==> config.mk <==
export PLATFORM = sky130hd
export DESIGN_NAME = n_term_cfg_loopback
export DESIGN_NICKNAME = d
export VERILOG_FILES = /design/src/rtl/n_term_cfg_loopback.sv
export SDC_FILE = /design/constraint.sdc
export NUM_CORES = 1
export LEC_CHECK = 0
export BUFFER_PORTS_ARGS = -buffer_cell sky130_fd_sc_hd__buf_2
export CELL_PAD_IN_SITES_DETAIL_PLACEMENT = 0
export CELL_PAD_IN_SITES_GLOBAL_PLACEMENT = 1
export CORE_MARGIN = 5
export CORE_UTILIZATION = 30
export DETAILED_ROUTE_END_ITERATION = 10
export PLACE_DENSITY_LB_ADDON = 0.1
export SYNTH_ARGS = -nofsm -noshare
export SYNTH_HDL_FRONTEND = slang
export SYNTH_SLANG_ARGS = --single-unit
==> constraint.sdc <==
create_clock -name UserCLK -period 1.54 [get_ports UserCLK]
set_input_delay 0.308 -clock UserCLK [delete_from_list [all_inputs] [get_ports UserCLK]]
set_output_delay 0.308 -clock UserCLK [all_outputs]
set_load 0.1 [all_outputs]
==> src/rtl/n_term_cfg_loopback.sv <==
// North-edge terminator tile: returns each N-bound wire group to its S-bound twin
// through a per-group mode (combinational, registered, const 0, const 1) and counts Ci rising edges.
module n_term_cfg_loopback #(
    parameter int W1              = 4,
    parameter int W2              = 8,
    parameter int W4              = 16,
    parameter int FrameBitsPerRow = 32,
    parameter int MaxFramesPerCol = 20,
    parameter int CFG_FRAME       = 0
) (
    input  logic                       UserCLK,
    input  logic                       resetn,
    input  logic [FrameBitsPerRow-1:0] FrameData,
    input  logic [MaxFramesPerCol-1:0] FrameStrobe,
    input  logic [W1-1:0]              N1END,
    input  logic [W2-1:0]              N2MID,
    input  logic [W2-1:0]              N2END,
    input  logic [W4-1:0]              N4END,
    input  logic                       Ci,
    output logic [W1-1:0]              S1BEG,
    output logic [W2-1:0]              S2BEG,
    output logic [W2-1:0]              S2BEGb,
    output logic [W4-1:0]              S4BEG,
    output logic [7:0]                 CiCnt
);

    localparam logic [1:0] MODE_COMB = 2'b00;
    localparam logic [1:0] MODE_REG  = 2'b01;
    localparam logic [1:0] MODE_ZERO = 2'b10;
    localparam logic [1:0] MODE_ONE  = 2'b11;

    logic [7:0]    cfg;
    logic [W1-1:0] s1_q;
    logic [W2-1:0] s2_q;
    logic [W2-1:0] s2b_q;
    logic [W4-1:0] s4_q;
    logic          ci_q;
    logic          cfg_wr;
    logic          cnt_clr;
    logic          ci_rise;
    logic          unused_frame;

    assign cfg_wr  = FrameStrobe[CFG_FRAME];
    assign cnt_clr = cfg_wr & FrameData[8];
    assign ci_rise = Ci & ~ci_q;

    // Upper frame bits and the other strobes belong to neighbouring config cells.
    assign unused_frame = ^{FrameData, FrameStrobe};

    always_ff @(posedge UserCLK or negedge resetn) begin
        if (!resetn) begin
            cfg <= 8'h00;
        end else if (cfg_wr) begin
            cfg <= FrameData[7:0];
        end
    end

    // NOTE: these datapath registers are reset too, so a later switch into
    // registered mode can never expose power-up garbage.
    always_ff @(posedge UserCLK or negedge resetn) begin
        if (!resetn) begin
            s1_q  <= '0;
            s2_q  <= '0;
            s2b_q <= '0;
            s4_q  <= '0;
        end else begin
            s1_q  <= N1END;
            s2_q  <= N2MID;
            s2b_q <= N2END;
            s4_q  <= N4END;
        end
    end

    // NOTE: non-blocking assignments here so ci_q and the counter both use the
    // pre-edge value of ci_q when detecting a rising edge.
    always_ff @(posedge UserCLK or negedge resetn) begin
        if (!resetn) begin
            ci_q  <= 1'b0;
            CiCnt <= 8'h00;
        end else begin
            ci_q <= Ci;
            if (cnt_clr) begin
                CiCnt <= 8'h00;
            end else if (ci_rise && CiCnt != 8'hFF) begin
                CiCnt <= CiCnt + 8'd1;
            end
        end
    end

    // NOTE: each output gets its pass-through default before the case, so no
    // path through these blocks can leave it unassigned and infer a latch.
    always_comb begin
        S1BEG = N1END;
        case (cfg[1:0])
            MODE_REG:  S1BEG = s1_q;
            MODE_ZERO: S1BEG = '0;
            MODE_ONE:  S1BEG = '1;
            default:   S1BEG = N1END;
        endcase
    end

    always_comb begin
        S2BEG = N2MID;
        case (cfg[3:2])
            MODE_REG:  S2BEG = s2_q;
            MODE_ZERO: S2BEG = '0;
            MODE_ONE:  S2BEG = '1;
            default:   S2BEG = N2MID;
        endcase
    end

    always_comb begin
        S2BEGb = N2END;
        case (cfg[5:4])
            MODE_REG:  S2BEGb = s2b_q;
            MODE_ZERO: S2BEGb = '0;
            MODE_ONE:  S2BEGb = '1;
            default:   S2BEGb = N2END;
        endcase
    end

    always_comb begin
        S4BEG = N4END;
        case (cfg[7:6])
            MODE_REG:  S4BEG = s4_q;
            MODE_ZERO: S4BEG = '0;
            MODE_ONE:  S4BEG = '1;
            default:   S4BEG = N4END;
        endcase
    end

    // Comb mode constant kept for readability of the mode table.
    logic unused_mode_comb;
    assign unused_mode_comb = ^MODE_COMB;

endmodule

# Word level (Yosys, flattened, before mapping)
# Cells that the tools add are included.
totals:
  reg_bits: 53
  word_cells: 32
  out_inout_bits: 44
  input_bits: 91
classes:
  bitwise: 3
  n_mux: 6
  n_eq_ne: 13
  n_reduce_logical: 2
  add_sub_neg: 1
ops:
  columns: ["operator", "count"]
  rows:
  - ["$pmux W16 S3", 1]
  - ["$pmux W8 S3", 2]
  - ["$eq A2 B2 Y1 const B", 8]
  - ["$mux W8", 2]
  - ["$pmux W4 S3", 1]
  - ["$add A8 B1 Y8 const B", 1]
  - ["$eq A2 B1 Y1 const B", 4]
  - ["$ne A8 B8 Y1 const B", 1]
  - ["$and A1 B1 Y1", 2]
  - ["$reduce_bool A2 Y1", 1]
  - ["$logic_and A1 B1 Y1", 1]
  - ["$not A1 Y1", 1]

# Logic depth before layout (Yosys ltp)
# Gate-level depths: netlist of run 1.
logic_depth:
  word_depth: 5
  depth_mapped: 4

# Least setup slack after synthesis of run 1
# Ideal clock, no wire load.
synth_path:
  path_kind: "register to register"
  start: "reg CiCnt[0]"
  end: "reg CiCnt[6]"
  arrival_ns: 1.877
  setup_slack_ns: -0.424
  setup_ns: 0.088
  path_buffers: 0
  t_required_ns: 1.452
  path_stages_with_launch: 5
  period_less_slack_ns: 1.964
  path_cell_list: "dfrtp_1 > ha_1 > and3b_1 > a41oi_1 > nor3_1"
synth_via:
  elab_chain_cells: 3
synth_lines:
  columns: ["element", "line", "source"]
  rows:
  - ["start, declared", "24", "output logic [7:0] CiCnt"]
  - ["start signal, assigned", "85", "CiCnt <= CiCnt + 8'd1;"]
  - ["$add A8 B1 Y8 or $ne A8 B8 Y1 (tied branches)", "85, 84", null]
  - ["$mux W8 or $logic_and A1 B1 Y1 (tied branches)", "84", "end else if (ci_rise && CiCnt != 8'hFF) begin"]
  - ["$mux W8 or $reduce_bool A2 Y1 (tied branches)", null, null]
# Parallel ways exist; a longest one is shown, timed or not. The select of a mux whose other input is x is not followed.
# A chain may end at the register's enable or synchronous reset.

# Worst setup path after layout of run 1
layout_path:
  start: "reg cfg[3]"
  end: "out S2BEG[1]"
layout_via:
  elab_chain_cells: 2
layout_lines:
  columns: ["element", "line", "source"]
  rows:
  - ["start, declared", "32", "logic [7:0] cfg;"]
  - ["start signal, assigned", "54", "cfg <= FrameData[7:0];"]
  - ["$eq A2 B2 Y1 or $eq A2 B1 Y1 (tied branches)", "104", "case (cfg[3:2])"]
  - ["$pmux W8 S3 (*)", "104", null]
  - ["end, declared", "21", "output logic [W2-1:0] S2BEG,"]
# Mark *: on every way between the ends. The rest lies on a longest branch, timed or not.

==> results.py, run 1 <==
metrics = {
    "timing": {
        "hold_viol_final": 0,
        "worst_pin_slew_ns": 0.487,
        "fmaxAchievable_mhz": 585,
        "clock_skew_ns": 0.00219,
        "setup_ws_ns": -0.169,
        "fin_hold_ws_ns": 0.119,
        "grt_setup_unrepaired": "true",
        "finalSetupViolCount": 36,
        "finalCritPeriodShare_pct": 111,
        "fin_crit_ns": 1.71,
        "max_slew_margin_pct": 67.7,
        "maxSlewViolCount": 0,
    },
    "yosys": {
        "ys.flop_type": "dfrtp_1",
        "synth_area_leader_cell": "dfrtp_1",
        "synthAdderAreaFrac_pct": 0.567,
        "synth_top_family_by_area": "simple AND/OR/NAND/NOR gates",
        "synth_edf_count": 0,
        "syn_area_per_cell_um2": 9.90,
        "synthTopCellsByArea": "dfrtp_1 60%, nand2_1 13%, o21ai_0 8.4%, mux2_2 4.1%, mux2i_1 1.4%",
        "ys_ff_latch": 53,
        "synth_compound_gate_area_share_pct": 12.6,
        "yosys_warnings": 0,
        "synth_area_mm2": 0.00221,
        "yosys.cell_count.top_type": "nand2_1",
        "synthMuxAreaShare_pct": 5.44,
        "synth_commonest_cells": "79 x nand2_1, 53 x dfrtp_1, 37 x o21ai_0",
        "yosysSeqAreaShare_pct": 60.1,
        "synth.top_cell.area_share_pct": 60.1,
        "yosysUniqueCellTypes": 27,
        "synthXorXnorAreaFrac_pct": 0,
        "syn_inst": 223,
        "synthSimpleGateAreaFrac_pct": 19.0,
        "synth_nets": 315,
        "ys_async_sr_fraction_pct": 100,
    },
    "floorplanning": {
        "dieHeight_um": 95.8,
        "core_mm2": 0.00721,
        "io-pin-count": 135,
        "initial_core_util_pct": 30.6,
        "die_area_mm2": 0.00917,
        "num_rows": 31,
        "die_w_um": 95.8,
    },
    "grt": {
        "grt_antenna_before_repair": 0,
        "grt_pass1_vias": 1982,
        "overflow": 0,
        "grt_max_degree": 54,
        "grtUsageTotal_pct": 14.0,
        "grt_pass1_wl_um": 9810,
    },
    "outcome": {
        "status": "finished with violations",
        "violations": "negative setup slack",
    },
    "drt": {
        "drt_iter0_drc": 73,
        "wl_per_cell_um": 14.2,
        "dr.pass1.iters": 4,
        "routed_wl_um": 6060,
        "viasPerCell": 4.60,
        "drc": 0,
        "vias": 1969,
        "ant_nets": 0,
    },
    "final_layout": {
        "fill_cells": 642,
        "drive_gt1_share_pct": 66.0,
        "n_antenna_cell": 0,
        "seq_area_mm2": 0.00135,
        "multi_input_area_mm2": 0.00132,
        "nets": 420,
        "syn_to_final_growth_pct": 84.2,
    },
    "worst_setup_path": {
        "cp.required_ns": 1.23,
        "path_cells": "nor2_2, buf_6, nand2_2, nand2_4, buf_12",
        "r2r_setup_slack_ns": 0.07,
        "cp-start-kind": "flop",
        "arrival_ns": 1.40,
        "cp_slowest_cell": "dfrtp_2",
        "crit_family": "flip-flops",
        "critPathKind": "flop to output port",
        "crit_buf_inv": 2,
        "slowest_delay_ns": 0.46,
        "end_kind": "output port",
        "cp_max_fo": 8,
    },
    "clock_network": {
        "cts_buffers": 5,
        "htreeDepth": 2,
        "clk_pin_slew_ns": 0.09,
        "cts.sinks": 53,
        "worstSkewPairLatency_ns": 0.31,
        "cts_buffer_depth": 2,
        "clk_root_buffer_cell": "clkbuf_8",
        "cts_tree": "done",
    },
    "job": {
        "maxCapViolCount": 0,
    },
    "power": {
        "power_leakage_nw": 1.85,
        "power.total_w": 0.00481,
        "peakVddDrop_mv": 0.588,
        "pwr_density_cell_mw_per_mm2": 1180,
    },
    "place": {
        "portBuffers": 92,
        "gp_routability_congestion": 0.829,
        "hpwlAfterDp_um": 4300,
    },
    "worst_hold_path": {
        "hold_path.class": "input port to flop",
    },
}
[sequential cells by signal (all words and copies together) (netlist names)]
| signal | flops |
|---|---|
| cfg | 8 |
| s1_q | 4 |
| s4_q | 16 |
| ci_q | 1 |
| s2b_q | 8 |
| s2_q | 8 |
| CiCnt | 8 |
[worst paths after layout]
check,startpoint,to,cells after the start
setup reg to reg,CiCnt[6]$_DFFE_PN0P_,CiCnt[1]$_DFFE_PN0P_,3
max in group asynchronous,resetn,CiCnt[6]$_DFFE_PN0P_,3
setup / recovery,cfg[3]$_DFFE_PN0P_,S2BEG[1],5
hold reg to reg,CiCnt[2]$_DFFE_PN0P_,CiCnt[2]$_DFFE_PN0P_,1
hold / removal,N4END[5],s4_q[5]$_DFF_PN0_,1
min in group asynchronous,resetn,CiCnt[0]$_DFFE_PN0P_,3
[placed cells by master, fill, tap and decap left out, types with 3 or more instances in the layout]
master and instances:
dfrtp_1 41, nor3_1 3, buf_4 6, clkbuf_4 4
buf_6 5, dfrtp_4 5, o21ai_4 6, buf_12 38
o21ai_1 10, nand2_4 40, o21ai_0 7, mux2i_1 3
a21oi_1 4, dfrtp_2 7, o21ai_2 14, nand2_1 21
nand2_2 18, buf_2 53, mux2_2 8, clkbuf_8 6
[layout make-up]
class | instances | share of cell area (%)
timing repair buffer | 107 | 28.7
sequential | 53 | 33.3
tap | 99 | 3.05
inverter | 2 | 0.185
multi-input combinational | 159 | 32.5
clock buffer | 8 | 2.22
[where the power goes]
part	internal [W]	switching [W]	total (W)
combinational	0.000832	0.00161	0.00244
sequential	0.00148	0.0000719	0.00156
clock	0.000368	0.000440	0.000808
[what timing repair did]
item | 4_1_cts | 5_1_grt
pin swaps | 10 | 22
hold endpoints to repair | 41 | 0
endpoints found under the setup margin | 36 | 42
setup buffers | 2 | 0
gates resized for setup | 82 | 33
hold buffers | 1 | 0
[logic make-up after synthesis]
group / after synthesis
flip-flops: 53
AND/OR/NAND/NOR: 99
buffers and inverters: 11
AO/OA/AOI/OAI: 48
adder cells (fa/ha/maj): 1
multiplexers: 11
[through the flow]
stage / instance area (µm²) / setup slack, ns / TNS, ns / cells / utilization (%)
2_1_floorplan: 2450 / -0.0164 / -0.0327 / 223 / -
3_3_place_gp: 3650 / 0.0962 / 0 / 417 / 50.6
3_5_place_dp: 3650 / 0.0794 / 0 / 417 / 50.6
4_1_cts: 3940 / -0.169 / -4.88 / 428 / 54.6
5_1_grt: 4070 / -0.240 / -7.17 / 428 / 56.3
6_report: 4070 / -0.169 / -4.19 / 428 / 56.3
[metal layers]
metal,wire (µm),GRT usage (%)
met1,2490,17.4
met2,2960,22.2
met3,546,5.86
met4,65,4.15
met5,0,0
(Power assumes the default switching activity.)
==> run 2: changes to the inputs <==
SETUP_SLACK_MARGIN = 0.05   (was default)
==> run 2 against run 1 <==
The run still ends with negative setup slack left. Final area is 0.18% higher. Register-to-register slack better by 0.04 ns. Sequential share of layout area hardly changed. Critical path type unchanged. Critical endpoint is now S2BEG[6]. Highest routed layer unchanged.
==> results.py, run 2 (same netlist as run 1, synthesis figures left out) <==
metrics = {
    "grt": {
        "overflow": 0,
        "grt_pass1_wl_um": 10100,
        "grt_antenna_before_repair": 0,
        "grt_pass1_vias": 2133,
        "grt_max_degree": 54,
        "grtUsageTotal_pct": 14.1,
    },
    "drt": {
        "drt_iter0_drc": 47,
        "viasPerCell": 4.59,
        "routed_wl_um": 6140,
        "vias": 1972,
        "ant_nets": 0,
        "drc": 0,
        "wl_per_cell_um": 14.3,
        "dr.pass1.iters": 4,
    },
    "floorplanning": {
        "core_mm2": 0.00721,
        "die_area_mm2": 0.00917,
        "num_rows": 31,
        "initial_core_util_pct": 30.6,
        "dieHeight_um": 95.8,
        "die_w_um": 95.8,
        "io-pin-count": 135,
    },
    "worst_setup_path": {
        "cp_max_fo": 10,
        "critPathKind": "flop to output port",
        "end_kind": "output port",
        "arrival_ns": 1.41,
        "cp.required_ns": 1.23,
        "cp-start-kind": "flop",
    },
    "power": {
        "power_leakage_nw": 1.83,
        "pwr_density_cell_mw_per_mm2": 1170,
        "peakVddDrop_mv": 0.467,
    },
    "clock_network": {
        "cts_tree": "done",
        "clk_pin_slew_ns": 0.09,
        "cts.sinks": 53,
        "cts_buffer_depth": 2,
        "clk_root_buffer_cell": "clkbuf_8",
        "cts_buffers": 5,
        "worstSkewPairLatency_ns": 0.29,
        "htreeDepth": 2,
    },
    "timing": {
        "max_slew_margin_pct": 78.3,
        "worst_pin_slew_ns": 0.322,
        "maxSlewViolCount": 0,
        "finalCritPeriodShare_pct": 112,
        "hold_viol_final": 0,
        "setup_ws_ns": -0.179,
        "grt_setup_unrepaired": "true",
        "clock_skew_ns": 0.000484,
        "finalSetupViolCount": 36,
        "fin_crit_ns": 1.72,
        "fmaxAchievable_mhz": 582,
    },
    "final_layout": {
        "final_core_util_pct": 56.5,
        "regMostFlops": "s4_q",
        "largest_register_ffs": 16,
        "n_antenna_cell": 0,
        "final_cell_mix": "48 x buf_2, 40 x dfrtp_1, 38 x buf_12",
        "drive_gt1_share_pct": 65.9,
        "syn_to_final_growth_pct": 84.5,
        "final_common_cell": "buf_2",
        "fin_area_mm2": 0.00407,
        "nets": 422,
    },
    "place": {
        "place_area_mm2": 0.00366,
        "gp_routability_congestion": 0.778,
        "portBuffers": 92,
        "hpwlAfterDp_um": 4380,
    },
    "job": {
        "maxCapViolCount": 0,
    },
    "outcome": {
        "status": "finished with violations",
        "violations": "negative setup slack",
    },
    "worst_hold_path": {
        "hold_path.class": "input port to flop",
    },
}
run 2: cell types whose count changed in the layout (fill, tap and decap cells not counted), moves of 2 or more:
cell / delta
buf_2: -5
buf_4: +10
clkbuf_4: -2
nand2_1: -8
nand2_2: +11
nand2_4: -4
o21ai_0: +5
o21ai_1: +4
o21ai_2: -10
run 2: metrics by stage:
stage	power (W)	worst slack, ns	hold slack [ns]	setup TNS (ns)	instances
6_report	0.00476	-0.179	0.129	-4.49	430
5_1_grt	0.00495	-0.247	0.114	-6.98	430
4_1_cts	0.00479	-0.219	0.113	-5.66	430
3_5_place_dp	0.00388	0.0496	0.331	0	417
3_3_place_gp	0.00387	0.0773	0.330	0	417
2_1_floorplan	0.00302	0.0271	0.0124	0	223
run 2: where the power goes:
part	internal [W]	switching [W]	leakage [nW]	total (W)
Combinational	0.000840	0.00161	1.18	0.00245
Sequential	0.00148	0.0000741	0.615	0.00156
Clock	0.000324	0.000424	0.0395	0.000748
Total	0.00265	0.00211	1.83	0.00476
run 2: worst paths after layout:
kind / startpoint / endpoint / slack, ns / cells past startpoint
worst max-delay path: cfg[3]$_DFFE_PN0P_ / S2BEG[6] / -0.18 / 5
worst min-delay path: N4END[6] / s4_q[6]$_DFF_PN0_ / 0.13 / 1
worst max register to register: CiCnt[0]$_DFFE_PN0P_ / CiCnt[0]$_DFFE_PN0P_ / 0.11 / 3
worst min register to register: CiCnt[2]$_DFFE_PN0P_ / CiCnt[2]$_DFFE_PN0P_ / 0.54 / 1
max in group asynchronous: resetn / CiCnt[5]$_DFFE_PN0P_ / 0.74 / 3
min in group asynchronous: resetn / CiCnt[1]$_DFFE_PN0P_ / 0.53 / 3
run 2: worst max-delay path, cell delays in order, from the launching register on:
cell and delay [ns]:
dfrtp_2 0.48, nor2_2 0.14, buf_6 0.15, nand2_1 0.09, nand2_4 0.08, buf_12 0.17
run 2: timing repair:
action / 4_1_cts / 5_1_grt
cloned: 0 / 0
hold endpoints to repair: 5 / 0
endpoints found under the setup margin: 42 / 38
pin swaps: 29 / 11
resized for setup: 85 / 23
hold buffers: 1 / 0
setup buffers: 4 / 0
run 2: per-layer routing:
metal	vias up	wire length (µm)	GRT usage (%)
met2	57	2930	22.9
met4	0	28	4.27
met1	949	2660	17.5
met3	2	519	5.16
met5	-	0	0
li1	964	-	-
run 2: area by class of cell:
| cell class | count | area, µm² |
|---|---|---|
| Fill cell | 647 | 3140 |
| Sequential cell | 53 | 1360 |
| Multi-Input combinational cell | 159 | 1320 |
| Timing Repair Buffer | 109 | 1190 |
| Tap cell | 99 | 124 |
| Clock buffer | 8 | 80.1 |
| Inverter | 2 | 7.51 |
==> run 3: changes to the inputs <==
CORE_MARGIN = 4   (was 5)
CORE_UTILIZATION = 31   (was 30)
CTS_BUF_LIST = sky130_fd_sc_hd__clkbuf_8   (was default)
SETUP_SLACK_MARGIN = 0.5   (was 0.05)
==> run 3 against run 2 <==
The run still ends with negative setup slack left. First-iteration DRC count fell by 38%. Final cell count is 6.0% higher. Sequential power grew 3%. Clock-buffer cell count decreased by 2. Clock skew barely moved. Via count grew 11%. Register-to-register slack gained 0.07 ns. Utilization increased by 23 points. Flip-flop and latch count did not move. Critical endpoint is now S4BEG[15].
==> results.py, run 3 (same netlist as run 1, synthesis figures left out) <==
metrics = {
    "final_layout": {
        "fin_area_mm2": 0.00545,
        "n_antenna_cell": 0,
        "regMostFlops": "s4_q",
        "final_common_cell": "nand2_8",
        "syn_to_final_growth_pct": 147,
        "final_core_util_pct": 79.3,
        "nets": 451,
        "drive_gt1_share_pct": 83.1,
        "largest_register_ffs": 16,
        "final_cell_mix": "51 x nand2_8, 49 x buf_12, 48 x buf_2",
    },
    "timing": {
        "max_slew_margin_pct": 80.0,
        "setup_ws_ns": -0.224,
        "maxSlewViolCount": 0,
        "grt_setup_unrepaired": "true",
        "finalCritPeriodShare_pct": 115,
        "fin_crit_ns": 1.76,
        "fmaxAchievable_mhz": 567,
        "finalSetupTns_ns": -6.68,
        "clock_skew_ns": 0.000828,
        "fin_hold_ws_ns": 0.121,
        "worst_pin_slew_ns": 0.300,
        "hold_viol_final": 0,
        "finalSetupViolCount": 36,
    },
    "power": {
        "pwr_density_cell_mw_per_mm2": 1020,
        "power_leakage_nw": 2.23,
        "power.total_w": 0.00555,
        "peakVddDrop_mv": 0.614,
    },
    "grt": {
        "grtUsageTotal_pct": 18.7,
        "grt_antenna_before_repair": 0,
        "grt_pass1_vias": 2462,
        "overflow": 0,
        "grt_pass1_wl_um": 12500,
        "grt_max_degree": 54,
    },
    "drt": {
        "wl_per_cell_um": 16.7,
        "top_layer": "met4",
        "viasPerCell": 4.80,
        "wl_met1_um": 2860,
        "drt_iter0_drc": 29,
        "routed_wl_um": 7600,
        "dr.pass1.iters": 4,
        "wl_met3_um": 388,
        "vias": 2187,
        "ant_nets": 0,
        "drc": 0,
        "dr_wl_met2_um": 4220,
    },
    "clock_network": {
        "clk_root_buffer_cell": "clkbuf_8",
        "cts.sinks": 53,
        "worstSkewPairLatency_ns": 0.31,
        "cts_tree": "done",
        "cts_buffers": 5,
        "clk_pin_slew_ns": 0.10,
        "cts_buffer_depth": 2,
        "htreeDepth": 2,
    },
    "outcome": {
        "status": "finished with violations",
        "violations": "negative setup slack",
    },
    "floorplanning": {
        "initial_core_util_pct": 32.1,
        "die_area_mm2": 0.00853,
        "die_w_um": 92.4,
        "core_mm2": 0.00687,
        "dieHeight_um": 92.4,
        "io-pin-count": 135,
        "num_rows": 30,
    },
    "worst_setup_path": {
        "cp.required_ns": 1.23,
        "cp_max_fo": 9,
        "critPathKind": "flop to output port",
        "end_kind": "output port",
        "arrival_ns": 1.46,
        "cp-start-kind": "flop",
    },
    "place": {
        "gp_routability_congestion": 0.810,
        "portBuffers": 92,
        "place_area_mm2": 0.00455,
        "hpwlAfterDp_um": 5000,
    },
    "worst_hold_path": {
        "hold_path.class": "input port to flop",
    },
    "job": {
        "maxCapViolCount": 0,
    },
}
run 3: what timing repair did:
item | CTS | global route
buffers inserted | 21 | 7
gates resized for setup | 104 | 15
setup endpoints to repair | 52 | 53
hold buffers | 1 | 0
pin swaps | 37 | 18
endpoints found under the hold margin | 53 | 0
run 3: final timing paths:
check	start	end	slack [ns]	cells after the start
hold reg to reg	CiCnt[6]$_DFFE_PN0P_	CiCnt[6]$_DFFE_PN0P_	0.67	2
hold / removal	N2MID[1]	s2_q[1]$_DFF_PN0_	0.12	1
setup reg to reg	CiCnt[4]$_DFFE_PN0P_	CiCnt[0]$_DFFE_PN0P_	0.18	3
min in group asynchronous	resetn	ci_q$_DFF_PN0_	0.52	3
setup / recovery	cfg[6]$_DFFE_PN0P_	S4BEG[15]	-0.22	5
max in group asynchronous	resetn	cfg[6]$_DFFE_PN0P_	0.75	3
run 3: cell type report:
type                            instances  area (µm²)
Timing Repair Buffer                  138        1580
Sequential cell                        53        1370
Clock inverter                          2        11.3
Inverter                                2        7.51
Tap cell                               96         120
Clock buffer                            6        82.6
Multi-Input combinational cell        159        2280
Fill cell                             387        1420
run 3: critical path: stages, from the launching register on:
cell,delay (ns)
dfrtp_2,0.45
nor2_4,0.18
buf_12,0.18
nand2_2,0.10
nand2_8,0.07
buf_12,0.16
run 3: stage by stage:
| step | std cells | worst slack [ns] |
|---|---|---|
| 3_3_place_gp | 419 | 0.0413 |
| 2_1_floorplan | 223 | -0.0164 |
| 6_report | 456 | -0.224 |
| 4_1_cts | 449 | -0.248 |
| 3_5_place_dp | 419 | 0.0399 |
| 5_1_grt | 456 | -0.276 |
run 3: where the power goes:
part	switching, W	internal, W	leakage [nW]
logic	0.00193	0.00120	1.57
registers	0.000110	0.00149	0.611
clock network	0.000461	0.000360	0.0486
run 3: per-layer routing:
metal  vias to the layer above  GRT usage (%)
li1                       1029              -
met1                      1084           21.2
met2                        59           34.4
met3                        15           4.31
met4                         0           5.82
met5                         -              0
